<file path="src/rtl/pipelined_mac_if.sv">
// Operand-side and result-side valid/ready streams of the pipelined MAC.
interface pipelined_mac_if #(
  parameter int DATA_W = 8,
  parameter int ACC_W  = 32
) ();
  logic              in_valid;
  logic              in_ready;
  logic [DATA_W-1:0] a;
  logic [DATA_W-1:0] b;
  logic              acc_en;
  logic              acc_clr;
  logic              in_last;
  logic              out_valid;
  logic              out_ready;
  logic [ACC_W-1:0]  out_data;
  logic              out_ovf;

  modport master (
    output in_valid, a, b, acc_en, acc_clr, in_last, out_ready,
    input  in_ready, out_valid, out_data, out_ovf
  );

  modport slave (
    input  in_valid, a, b, acc_en, acc_clr, in_last, out_ready,
    output in_ready, out_valid, out_data, out_ovf
  );
endinterface

</file>
<file path="src/rtl/pipelined_mac.sv">
// Pipelined multiply-accumulate: product register, optional delay stages, then
// an output/accumulate register; the whole pipe stalls on result backpressure.
module pipelined_mac #(
  parameter int DATA_W      = 8,
  parameter int ACC_W       = 32,
  parameter int PIPE_STAGES = 2,
  parameter bit SIGNED      = 1'b0
) (
  input  logic           clk,
  input  logic           reset,
  pipelined_mac_if.slave mac
);
  localparam int PW = 2 * DATA_W;
  localparam int P  = PIPE_STAGES - 1;  // stages carrying a product

  typedef struct packed {
    logic          acc_en;
    logic          acc_clr;
    logic          last;
    logic [PW-1:0] prod;
  } beat_t;

  logic             adv;
  logic [P:1]       vld_pipe;
  beat_t [P:1]      beat_pipe;
  beat_t            beat_in;
  logic [PW-1:0]    a_ext, b_ext;
  logic [ACC_W-1:0] acc, prod_ext, acc_nxt;
  logic [ACC_W:0]   sum;
  logic             ovf_sticky, add_ovf, ovf_nxt;
  logic [ACC_W-1:0] out_data;
  logic             out_ovf, out_valid;

  assign adv           = !out_valid || mac.out_ready;
  assign mac.in_ready  = adv && !reset;
  assign mac.out_valid = out_valid;
  assign mac.out_data  = out_data;
  assign mac.out_ovf   = out_ovf;

  // Extending to 2*DATA_W first makes the low half of one multiplier correct
  // for both signed and unsigned operands.
  assign a_ext = {{DATA_W{SIGNED & mac.a[DATA_W-1]}}, mac.a};
  assign b_ext = {{DATA_W{SIGNED & mac.b[DATA_W-1]}}, mac.b};

  always_comb begin
    beat_in         = '0;
    beat_in.acc_en  = mac.acc_en;
    beat_in.acc_clr = mac.acc_clr;
    beat_in.last    = mac.in_last;
    beat_in.prod    = a_ext * b_ext;
  end

  assign prod_ext = SIGNED ? ACC_W'($signed(beat_pipe[P].prod))
                           : ACC_W'(beat_pipe[P].prod);
  assign sum      = {1'b0, acc} + {1'b0, prod_ext};
  assign add_ovf  = SIGNED ? ((acc[ACC_W-1] == prod_ext[ACC_W-1]) &&
                              (sum[ACC_W-1] != acc[ACC_W-1]))
                           : sum[ACC_W];
  assign acc_nxt  = beat_pipe[P].acc_clr ? prod_ext : sum[ACC_W-1:0];
  assign ovf_nxt  = !beat_pipe[P].acc_clr && (ovf_sticky || add_ovf);

  always_ff @(posedge clk) begin
    if (reset) begin
      vld_pipe   <= '0;
      beat_pipe  <= '0;
      acc        <= '0;
      ovf_sticky <= 1'b0;
      out_data   <= '0;
      out_ovf    <= 1'b0;
      out_valid  <= 1'b0;
    end else if (adv) begin
      vld_pipe[1]  <= mac.in_valid;
      beat_pipe[1] <= beat_in;
      for (int s = 2; s <= P; s++) begin
        vld_pipe[s]  <= vld_pipe[s-1];
        beat_pipe[s] <= beat_pipe[s-1];
      end
      out_valid <= 1'b0;
      if (vld_pipe[P]) begin
        if (!beat_pipe[P].acc_en) begin
          out_data  <= prod_ext;
          out_ovf   <= 1'b0;
          out_valid <= 1'b1;
        end else begin
          acc        <= acc_nxt;
          ovf_sticky <= ovf_nxt;
          if (beat_pipe[P].last) begin
            out_data  <= acc_nxt;
            out_ovf   <= ovf_nxt;
            out_valid <= 1'b1;
          end
        end
      end
    end
  end
endmodule
</file>
<file path="src/flat_wrapper.sv">
// flat-port wrapper written by rule: the top's interface ports become plain ports
module pipelined_mac_flat 
#(
  parameter int DATA_W      = 8,
  parameter int ACC_W       = 32,
  parameter int PIPE_STAGES = 2,
  parameter bit SIGNED      = 1'b0
)
  (clk, reset, mac_in_valid, mac_a, mac_b, mac_acc_en, mac_acc_clr, mac_in_last, mac_out_ready, mac_in_ready, mac_out_valid, mac_out_data, mac_out_ovf);
  pipelined_mac_if #(.DATA_W(DATA_W), .ACC_W(ACC_W)) mac_i ();
  input  logic clk;
  input  logic reset;
  input wire logic [$bits(mac_i.in_valid)-1:0] mac_in_valid;
  input wire logic [$bits(mac_i.a)-1:0] mac_a;
  input wire logic [$bits(mac_i.b)-1:0] mac_b;
  input wire logic [$bits(mac_i.acc_en)-1:0] mac_acc_en;
  input wire logic [$bits(mac_i.acc_clr)-1:0] mac_acc_clr;
  input wire logic [$bits(mac_i.in_last)-1:0] mac_in_last;
  input wire logic [$bits(mac_i.out_ready)-1:0] mac_out_ready;
  output wire logic [$bits(mac_i.in_ready)-1:0] mac_in_ready;
  output wire logic [$bits(mac_i.out_valid)-1:0] mac_out_valid;
  output wire logic [$bits(mac_i.out_data)-1:0] mac_out_data;
  output wire logic [$bits(mac_i.out_ovf)-1:0] mac_out_ovf;
  assign mac_i.in_valid = mac_in_valid;
  assign mac_i.a = mac_a;
  assign mac_i.b = mac_b;
  assign mac_i.acc_en = mac_acc_en;
  assign mac_i.acc_clr = mac_acc_clr;
  assign mac_i.in_last = mac_in_last;
  assign mac_i.out_ready = mac_out_ready;
  assign mac_in_ready = mac_i.in_ready;
  assign mac_out_valid = mac_i.out_valid;
  assign mac_out_data = mac_i.out_data;
  assign mac_out_ovf = mac_i.out_ovf;
  pipelined_mac #(.DATA_W(DATA_W), .ACC_W(ACC_W), .PIPE_STAGES(PIPE_STAGES), .SIGNED(SIGNED)) u_core (.clk(clk), .reset(reset), .mac(mac_i));
endmodule
</file>
<file path="config.mk">
export PLATFORM = sky130hd
export DESIGN_NAME = pipelined_mac_flat
export DESIGN_NICKNAME = d
export VERILOG_FILES = /design/src/rtl/pipelined_mac_if.sv /design/src/rtl/pipelined_mac.sv /design/src/flat_wrapper.sv
export SDC_FILE = /design/constraint.sdc
export NUM_CORES = 1
export LEC_CHECK = 0
export ABC_AREA = 1
export BUFFER_PORTS_ARGS = -buffer_cell sky130_fd_sc_hd__buf_2
export CAP_MARGIN = 20
export CORE_UTILIZATION = 60
export CTS_CLUSTER_SIZE = 14
export DETAILED_ROUTE_END_ITERATION = 10
export HOLD_SLACK_MARGIN = 0.05
export PLACE_DENSITY = 0.79
export SLEW_MARGIN = 20
export SYNTH_ARGS = -nofsm -noshare
export SYNTH_HDL_FRONTEND = slang
export SYNTH_SLANG_ARGS = --single-unit
export TNS_END_PERCENT = 20
</file>
<file path="constraint.sdc">
create_clock -name clk -period 9.9 [get_ports clk]
set_input_delay 0.99 -clock clk [delete_from_list [all_inputs] [get_ports clk]]
set_output_delay 0.99 -clock clk [all_outputs]
set_load 0.05 [all_outputs]
</file>
==> results.md, run 1 <==
* Outcome: complete, no violations
* CTS tree: yes
* Hold Vio Cnt, Final at 0
* Largest delay share family, worst path: adder cells
* First-pass GRT wire length at about 31000 um
* Max Slew Vio Count at 0
* Slowest cell on crit path: fa_1
* Max stage delay on crit path at roughly 0.54 ns
* Number of synthesized flops with an enable pin at 0
* PD cells at roughly 160 mW/mm^2
* Most frequent cells after synthesis: nand2_1, inv_1, a21oi_1, dfxtp_1, nand3_1
* Layout filler cell count at around 1100
* Buffer and inverter count on the worst path at 8
* Dominant cell type by area after synthesis: dfxtp_1
* Share of the synthesized area in the top cell type at roughly a quarter
* Initial core utilization at about three fifths
* DR DRC count at 0
* Dpl cell area at between 0.007 and 0.008 sq mm
* Detailed Place HPWL at between 10000 and 15000 um
* Clock Latency Late Sink at 0.35 ns
* Crit path cell chain: buf_2 > nand2_1 > inv_1 > fa_1 > inv_1 > fa_1 > inv_1 > fa_1 > inv_1 > fa_1 > inv_1 > ha_1 > nand2_1 > inv_1 > a21boi_1 > o21ai_1 > nand3_1 > nand2_1 > nand2_1 > nand3_1 > nand2_1 > inv_1
* CTS Buf Count at 9
* Fmax at roughly 220 MHz
* Post-layout instance area at around 0.008 sq mm
* Tmin final at about 4.5 ns
* Finished Core Util at about two thirds
* Cell with the most instances after synthesis: nand2_1
* Cell Rows at 40
* P_int at between 0.7 and 0.8 mW
* Sequential power share at roughly 33%
* FF/Latch Area at approximately 0.0017 sq mm
* Worst-Margin Slew at about 1.1 ns
* Endpoints failing setup at 0
* Fin nets at ~1300
* Avg Inst Size Synth at 6.593 sq um
* Cell count after synthesis at around 1100
* WL final at roughly 18000 um
* Vias in the first global route at 6638
* GR Overflow Total at 0
* FFs w/ async S/R, synth at 0%
* Fin Clk Skew at 0.009939 ns
* Core area at about 0.012 sq mm
* Routed len/inst at 13.81 um
* Slack of the critical path at 5.445 ns
* Non-Filler Instances at 1294
* Area growth syn-to-layout at 7.777%
* Vias per inst at approximately 5.5
* Synth Register Bits at a little under 90
* Sw Ratio at just over 40%
* Via count at about 7100
* Comb pwr share at just over 40%
* Switching power at approximately 0.52 mW
* Share of cells above drive strength 1 at 9.590%
* Die Y at approximately 110 um
* Resized cells post-CTS at 0
* Multi-input combinational cell area at 0.004657 sq mm
* Crit path kind: input pin to flop
* Starting DRT DRC Count at 569
* Syn nets at 1232
* Placed Instances at around 1300
* Setup crit end kind: flop
* Longest Clk Path Bufs at 2
* Dpl ws at 5.081 ns
* Max rail drop VDD at ~0.09 mV
* Critical Path AT at 4.71 ns
* Final setup TNS at 0 ns
* Clock root buffer master: clkbuf_16
* Critical Path Source Type: input pin
* Ant diodes at 0
* Unrepaired setup endpoints after global routing: no
* Maximum capacitance violations at 0
* Post-synthesis sequential area ratio at approximately a quarter
* CTS sink count at 87
* CP Max Fanout at 8
* Hold Slack at 0.4669 ns
* Cell Area, Synth at approximately 0.0074 sq mm
* Hold Path Class: flop to flop
* Post CTS Setup Buffer Count at 0
* H-tree Lvls at 3
* Pin count of the biggest net entering global routing at 52
* LEAKAGE at ~4.3 nW
* Global Route Usage Sum at 30.55%
* Detailed Routing Iterations Pass 1 at 5
* Die footprint at between 0.01 and 0.015 sq mm
* I/O Buffers at 57
* Yosys warns at 0
* Die Wd at about 110 um
* Post-DRT Antenna Nets at 0
* Reg-to-reg setup timing slack at between 7 and 8 ns
* Worst-path clk slew at 0.07 ns
* Req. time, crit path at roughly 10 ns
* Final period utilization at 45.00%
* Largest cells by area after synthesis: dfxtp_1, nand2_1, fa_1, inv_1, ha_1
* Initial antenna violation count at 0
* GP Congestion at 0.9219
* Post-synth top flop: dfxtp_1
* Crit-path most repeated cell: inv_1
* Relative slew slack at around 29%
* Hold buffer count at CTS at 0
* Top Ports at 58
* Clock power share at 26.7%
* Total power at about 1.3 mW
* Cell variety after synth at 47
[flip-flops by register name, indices dropped and copies added (netlist names)]
register and cells:
u_core.beat_pipe 19, u_core.mac.out_data 32, u_core.acc 32, u_core.mac.out_ovf 1, u_core.mac.out_valid 1, u_core.ovf_sticky 1
u_core.vld_pipe 1
[cell usage in the layout (no fill, tap or decap), types with 3 or more instances in the layout]
master	count
clkinv_2	3
dfxtp_1	87
inv_2	6
inv_4	3
nor2_2	4
xor2_1	6
xnor2_1	9
o21ai_1	3
nand2_2	7
fa_1	37
nand4_1	26
a21oi_1	112
o21bai_1	5
nand3_1	79
clkbuf_16	9
inv_1	197
ha_1	52
nor2_1	57
o21ai_0	62
nand2_1	290
buf_2	57
[path summary, 6_finish.rpt]
path / startpoint / endpoint / depth (start not counted)
max: mac_a[3] / u_core.beat_pipe[13] / 22
min: u_core.mac.out_data[17] / u_core.mac.out_data[17] / 2
max reg2reg: u_core.beat_pipe[18] / u_core.mac.out_data[15] / 5
min reg2reg: u_core.mac.out_data[17] / u_core.mac.out_data[17] / 2
[layout make-up]
| type | instances | area share [%] |
|---|---|---|
| Clock inverter | 7 | 0.8804 |
| Inverter | 206 | 9.810 |
| Clock buffer | 9 | 2.830 |
| Sequential cell | 87 | 21.88 |
| Timing Repair Buffer | 59 | 3.773 |
| Multi-Input combinational cell | 779 | 58.51 |
| Tap cell | 147 | 2.311 |
[cell families after synthesis]
group / Yosys count / synth area share, %
buffers and inverters: 254 / 13.35
AO/OA/AOI/OAI: 195 / 14.10
adder cells (fa/ha/maj): 89 / 18.84
flip-flops: 87 / 23.59
XOR/XNOR: 15 / 1.779
AND/OR/NAND/NOR: 480 / 28.35
[per-layer routing]
metal | wire, um | share of wire, % | up-vias | global-route usage (%)
li1 | - | - | 3593 | -
met1 | 8510 | 48 | 3230 | 42.11
met5 | 0 | 0 | - | 0
met3 | 1126 | 6.3 | 27 | 4.713
met2 | 7785 | 44 | 216 | 48.64
met4 | 452 | 2.5 | 0 | 11.40
[power groups by stage]
| stage | clock network (mW) | logic [mW] | registers (mW) |
|---|---|---|---|
| 5_1_grt | 0.361 | 0.615 | 0.426 |
| 2_1_floorplan | 0 | 0.408 | 0.433 |
| 3_3_place_gp | 0 | 0.515 | 0.428 |
| 3_5_place_dp | 0 | 0.524 | 0.428 |
| 6_report | 0.346 | 0.529 | 0.423 |
| 4_1_cts | 0.348 | 0.528 | 0.421 |
[worst min-delay path: stages (launching register included)]
cell     delay, ns
dfxtp_1       0.31
nand2_1       0.06
a21oi_1       0.05
(Power assumes the default switching activity.)
==> run 2: changes to the inputs <==
clock period = 4.3 ns   (was 9.9 ns; I/O delays follow)
==> results.md, run 2 (synthesis results as in run 1) <==
* Outcome: complete, no violations
* Die Wd at 112.9 um
* Hold buffer count at CTS at 0
* Setup crit end kind: flop
* Initial antenna violation count at 0
* Reg2Reg Launch Point: u_core.beat_pipe[18]
* Tmin final at 3.985 ns
* FF/Latch Area at between 0.0015 and 0.002 sq mm
* PD cells at around 380 mW/mm^2
* Worst-path clk slew at roughly 0.07 ns
* Most common cell after layout, fill and taps aside: nand2_1
* Hold Vio Cnt, Final at 0
* Relative slew slack at 31.53%
* Fmax at between 200 and 300 MHz
* Clock root buffer master: clkbuf_16
* Critical Path AT at between 4 and 5 ns
* Ant diodes at 0
* Routed len/inst at around 14 um
* Most frequent cells in the layout: nand2_1, inv_1, a21oi_1, dfxtp_1, nand3_1
* GR Overflow Total at 0
* Final period utilization at about 90%
* Max rail drop VDD at about 0.22 mV
* WL final at 18410 um
* Vias per inst at around 5.4
* H-tree Lvls at 3
* Crit path kind: input pin to flop
* Initial core utilization at approximately three fifths
* First-pass GRT wire length at a little over 30000 um
* Slack of the critical path at ~0.32 ns
* Post-DRT Antenna Nets at 0
* Worst hold path endpoint: u_core.beat_pipe[17]
* LEAKAGE at about 4.3 nW
* CTS Buf Count at 9
* Maximum capacitance violations at 0
* Critical hold path startpoint: mac_acc_clr
* Worst-Margin Slew at roughly 1.0 ns
* Hold Path Class: input pin to flop
* Cell Rows at 40
* DR DRC count at 0
* Fin Clk Skew at roughly 0.010 ns
* Unrepaired setup endpoints after global routing: no
* FF-to-FF End: u_core.mac.out_data[7]
* GP Congestion at 0.9421
* Hold depth at 3
* Multi-input combinational cell area at 0.004657 sq mm
* Detailed Place HPWL at roughly 14000 um
* Dpl ws at around 0.011 ns
* CP Max Fanout at 8
* Resized cells post-CTS at 0
* Clock Latency Late Sink at about 0.35 ns
* Die Y at approximately 110 um
* Die footprint at 0.01276 sq mm
* Vias in the first global route at ~6600
* Layout filler cell count at between 1000 and 1500
* Req. time, crit path at 4.56 ns
* Share of cells above drive strength 1 at between 10% and 20%
* R2R depth at 5
* Pin count of the biggest net entering global routing at 47
* Reg-to-reg setup timing slack at ~1.7 ns
* Endpoints failing setup at 0
* I/O Buffers at 57
* CTS tree: yes
* Regs by FF count: u_core.acc x32, u_core.mac.out_data x32, u_core.beat_pipe x19
* Final setup TNS at 0 ns
* Area growth syn-to-layout at 8.523%
* Top Ports at between 50 and 60
* Core area at ~0.012 sq mm
* CTS sink count at 87
* Detailed Routing Iterations Pass 1 at 6
* Critical Path Source Type: input pin
* Global Route Usage Sum at 30.41%
* Longest Clk Path Bufs at 2
* Post CTS Setup Buffer Count at 0
* Fin nets at between 1000 and 1500
* Via count at about 7100
* Max Slew Vio Count at 0
* Starting DRT DRC Count at around 580
==> run 2: critical path, cell delays in order <==
cell and delay (ns):
buf_2 0.15, nand2_1 0.08, inv_1 0.05, fa_1 0.45, fa_1 0.55, inv_1 0.06, fa_1 0.47, fa_1 0.54
inv_1 0.04, ha_1 0.34, a21oi_1 0.18, nand2_1 0.14, a21boi_1 0.24, o21ai_1 0.13, nand3_1 0.10, nand2_1 0.06
nand2_1 0.06, nand3_1 0.06, nand2_1 0.06, inv_1 0.03
==> run 2: layer usage <==
| metal | track usage (%) | vias up | wire length (um) |
|---|---|---|---|
| li1 | - | 3592 | - |
| met1 | 42.34 | 3219 | 8698 |
| met2 | 49.22 | 237 | 8222 |
| met3 | 4.285 | 24 | 1127 |
| met4 | 9.211 | 0 | 358 |
| met5 | 0 | - | 0 |
==> run 2: metrics by stage <==
step / power (mW) / cells / util (%) / area [sq um] / hold slack, ns
finish: 3.024 / 1300 / 66.72 / 8014 / 0.3760
global route: 3.256 / 1300 / 66.72 / 8014 / 0.4026
CTS: 3.022 / 1300 / 66.72 / 8014 / 0.3746
detailed placement: 2.205 / 1284 / 64.18 / 7709 / 0.4551
global placement: 2.176 / 1284 / 64.18 / 7709 / 0.4526
floorplan: 1.935 / 1120 / - / 7385 / 0.4442
==> run 2: power by group <==
| group | internal [mW] | switching [mW] |
|---|---|---|
| logic | 0.456 | 0.781 |
| registers | 0.883 | 0.0900 |
| clock network | 0.458 | 0.356 |
| total | 1.80 | 1.23 |
==> run 2: cell type report <==
class | count | area share (%)
multi-input combinational | 779 | 58.11
sequential | 87 | 21.73
inverter | 206 | 9.742
timing repair buffer | 65 | 4.309
clock buffer | 9 | 2.810
tap | 147 | 2.295
clock inverter | 7 | 0.9992
==> run 2: worst max-delay path by stage <==
| stage | startpoint | to | slack [ns] | cells past startpoint |
|---|---|---|---|---|
| final | mac_a[1] | u_core.beat_pipe[13] | 0.32 | 20 |
| after global routing | mac_a[1] | u_core.beat_pipe[13] | 0.04 | 20 |
| after floorplan | mac_b[7] | u_core.beat_pipe[13] | 0.14 | 20 |
| after detailed placement | mac_a[1] | u_core.beat_pipe[13] | 0.01 | 20 |
| after CTS | mac_a[3] | u_core.beat_pipe[14] | 0.37 | 21 |
| after global placement | mac_a[3] | u_core.beat_pipe[14] | 0.10 | 21 |
==> run 3: changes to the inputs <==
ABC_AREA = default   (was 1)
SLEW_MARGIN = default   (was 20)
==> results.md, run 3 <==
* Synth Register Bits at 87
* Hold Slack at approximately 0.3 ns
* Reg2Reg Launch Point: u_core.beat_pipe[0]
* Avg Inst Size Synth at slightly above 8 sq um
* Final period utilization at just under 100%
* Maximum capacitance violations at 0
* GR Overflow Total at 0
* Yosys warns at 0
* Max Slew Vio Count at 0
* Reg-to-reg setup timing slack at roughly 1.1 ns
* M1 GR Usage at 39.14%
* Via count at 6098
* Critical Path Source Type: input pin
* Starting DRT DRC Count at 531
* Detailed Routing Iterations Pass 1 at 5
* CTS Buf Count at 9
* Most common cell after layout, fill and taps aside: nand2_1
* CP startpoint: mac_a[5]
* Die Y at roughly 110 um
* Setup crit end kind: flop
* Largest cells by area after synthesis: dfxtp_1, fa_1, ha_1, nand2_1, and2_1
* Area growth syn-to-layout at 11.72%
* GP Congestion at around 0.98
* FFs w/ async S/R, synth at 0%
* Die footprint at roughly 0.012 sq mm
* Hold buffer count at CTS at 0
* CTS sink count at 87
* Hold Vio Cnt, Final at 0
* Routed len/inst at around 16 um
* Share of the synthesized area in the top cell type at 26.01%
* Worst-Margin Slew at ~0.91 ns
* CP Max Fanout at 7
* Max rail drop VDD at 0.2021 mV
* Post-DRT Antenna Nets at 0
* Pin count of the biggest net entering global routing at 41
* Initial core utilization at between 60% and 70%
* R2R depth at 10
* Top Ports at between 50 and 60
* WL final at about 16000 um
* Global Route Usage Sum at between 20 and 30%
* FF-to-FF End: u_core.acc[24]
* Clock Latency Late Sink at ~0.37 ns
* Placed Instances at 1022
* Post-synthesis sequential area ratio at a little over a quarter
* I/O Buffers at 57
* Cell Area, Synth at between 0.006 and 0.007 sq mm
* Share of cells above drive strength 1 at about 14%
* Met3 usage at under 10%
* Worst-path clk slew at ~0.090 ns
* Most frequent cells in the layout: nand2_1, dfxtp_1, a21oi_1, o21ai_0
* Syn nets at 942
* Hold depth at 3
* Cell count after synthesis at 830
* Dominant cell type by area after synthesis: dfxtp_1
* CTS tree: yes
* Busiest grt layer: met2
* Longest Clk Path Bufs at 2
* Most frequent cells after synthesis: nand2_1, dfxtp_1, a21oi_1, o21ai_0, inv_1
* Cell variety after synth at 60
* H-tree Lvls at 3
* Outcome: complete, no violations
* Tmin final at 4.150 ns
* Regs by FF count: u_core.acc x32, u_core.mac.out_data x32, u_core.beat_pipe x19
* Initial antenna violation count at 0
* Fmax at between 200 and 250 MHz
* DR DRC count at 0
* Number of synthesized flops with an enable pin at 0
* Core area at between 0.01 and 0.015 sq mm
* Vias per inst at slightly below 6
* Relative slew slack at between 30% and 40%
* Vias in the first global route at approximately 5800
* Hold Path Class: input pin to flop
* Worst Setup EP: u_core.beat_pipe[13]
* Req. time, crit path at around 4.6 ns
* Resized cells post-CTS at 0
* GRT met2 Usage at 49.91%
* Post-synth top flop: dfxtp_1
* Layout filler cell count at roughly 900
* PD cells at 371.2 mW/mm^2
* Ant diodes at 0
* Crit path kind: input pin to flop
* Unrepaired setup endpoints after global routing: no
* Detailed Place HPWL at around 12000 um
* Non-Filler Instances at 1039
* Fin nets at roughly 1000
* Cell Rows at 38
* Clock root buffer master: clkbuf_8
* First-pass GRT wire length at between 20000 and 30000 um
* Cell with the most instances after synthesis: nand2_1
* Post CTS Setup Buffer Count at 0
* Fin Clk Skew at ~0.014 ns
* Die Wd at around 110 um
* Endpoints failing setup at 0
* LEAKAGE at around 3.4 nW
* Critical Path AT at approximately 4.4 ns
==> run 3: cell count changes in the layout (fill, tap and decap cells not counted), sizes merged, moves of 10 or more <==
| cell | change |
|---|---|
| a211oi | +13 |
| inv | -151 |
| a31oi | +13 |
| nor2 | -10 |
| buf | +28 |
| and2 | +49 |
| nand4 | -23 |
| nand2 | -180 |
| xor2 | +13 |
| xnor2 | +10 |
| nand3 | -61 |
| a21oi | -53 |
==> run 3: where the power goes <==
group	total (mW)	switching [mW]	internal (mW)
registers	0.951	0.0781	0.872
logic	1.24	0.688	0.556
clock network	0.582	0.295	0.287
total	2.78	1.06	1.72
==> run 3: per-layer routing <==
metal | routed length, um | part of all wire, %
met4 | 323 | 2.0
met1 | 7165 | 44
met2 | 7783 | 48
met3 | 861 | 5.3
met5 | 0 | 0
==> run 3: worst min-delay path by stage <==
stage / slack (ns) / startpoint / end
2_1_floorplan: 0.44 / u_core.acc[8] / u_core.acc[8]
3_3_place_gp: 0.43 / u_core.mac.out_data[30] / u_core.mac.out_data[30]
3_5_place_dp: 0.44 / u_core.mac.out_data[30] / u_core.mac.out_data[30]
4_1_cts: 0.29 / mac_acc_en / u_core.beat_pipe[18]
5_1_grt: 0.32 / mac_acc_en / u_core.beat_pipe[18]
6_report: 0.30 / mac_acc_en / u_core.beat_pipe[18]
==> run 3: cell families (layout without fill, tap and decap cells) <==
logic type / count (synthesis) / after routing / share of synthesized area [%]
simple gates: 295 / 295 / 21.25
compound gates: 219 / 219 / 20.67
buf+inv: 97 / 166 / 5.569
fa+ha+maj: 89 / 89 / 20.78
flops: 87 / 87 / 26.01
xor+xnor: 38 / 38 / 4.971
mux: 5 / 5 / 0.7476
==> run 3: through the flow <==
step                      total power, mW  setup TNS [ns]  instance area (sq um)  setup WS (ns)  util (%)
after CTS                           2.777               0                   7472         0.1435     68.93
after floorplan                     1.857               0                   6708       0.003403         -
final                               2.777               0                   7480         0.1504     69.00
after global routing                2.984               0                   7480        0.01112     69.00
after global placement              2.153         -0.3001                   7272        -0.1868     67.08
after detailed placement            2.195         -0.5398                   7272        -0.2615     67.08
==> run 3: final cells by class <==
| cell class | instances | area, sq um | share of cell area (%) |
|---|---|---|---|
| Tap cell | 140 | 175.2 | 2.342 |
| Sequential cell | 87 | 1742 | 23.29 |
| Clock inverter | 4 | 55.05 | 0.7360 |
| Multi-Input combinational cell | 646 | 4593 | 61.41 |
| Inverter | 57 | 214.0 | 2.860 |
| Timing Repair Buffer | 93 | 555.5 | 7.427 |
| Clock buffer | 12 | 145.1 | 1.940 |
==> run 3: critical path: stages <==
cell and delay, ns:
buf_2 0.13, and2_1 0.18, fa_1 0.53, inv_1 0.05, fa_1 0.46, fa_1 0.54
inv_1 0.05, fa_1 0.47, ha_1 0.22, or3_1 0.33, o21a_1 0.21, a41o_1 0.21
or3_1 0.35, a31o_2 0.25
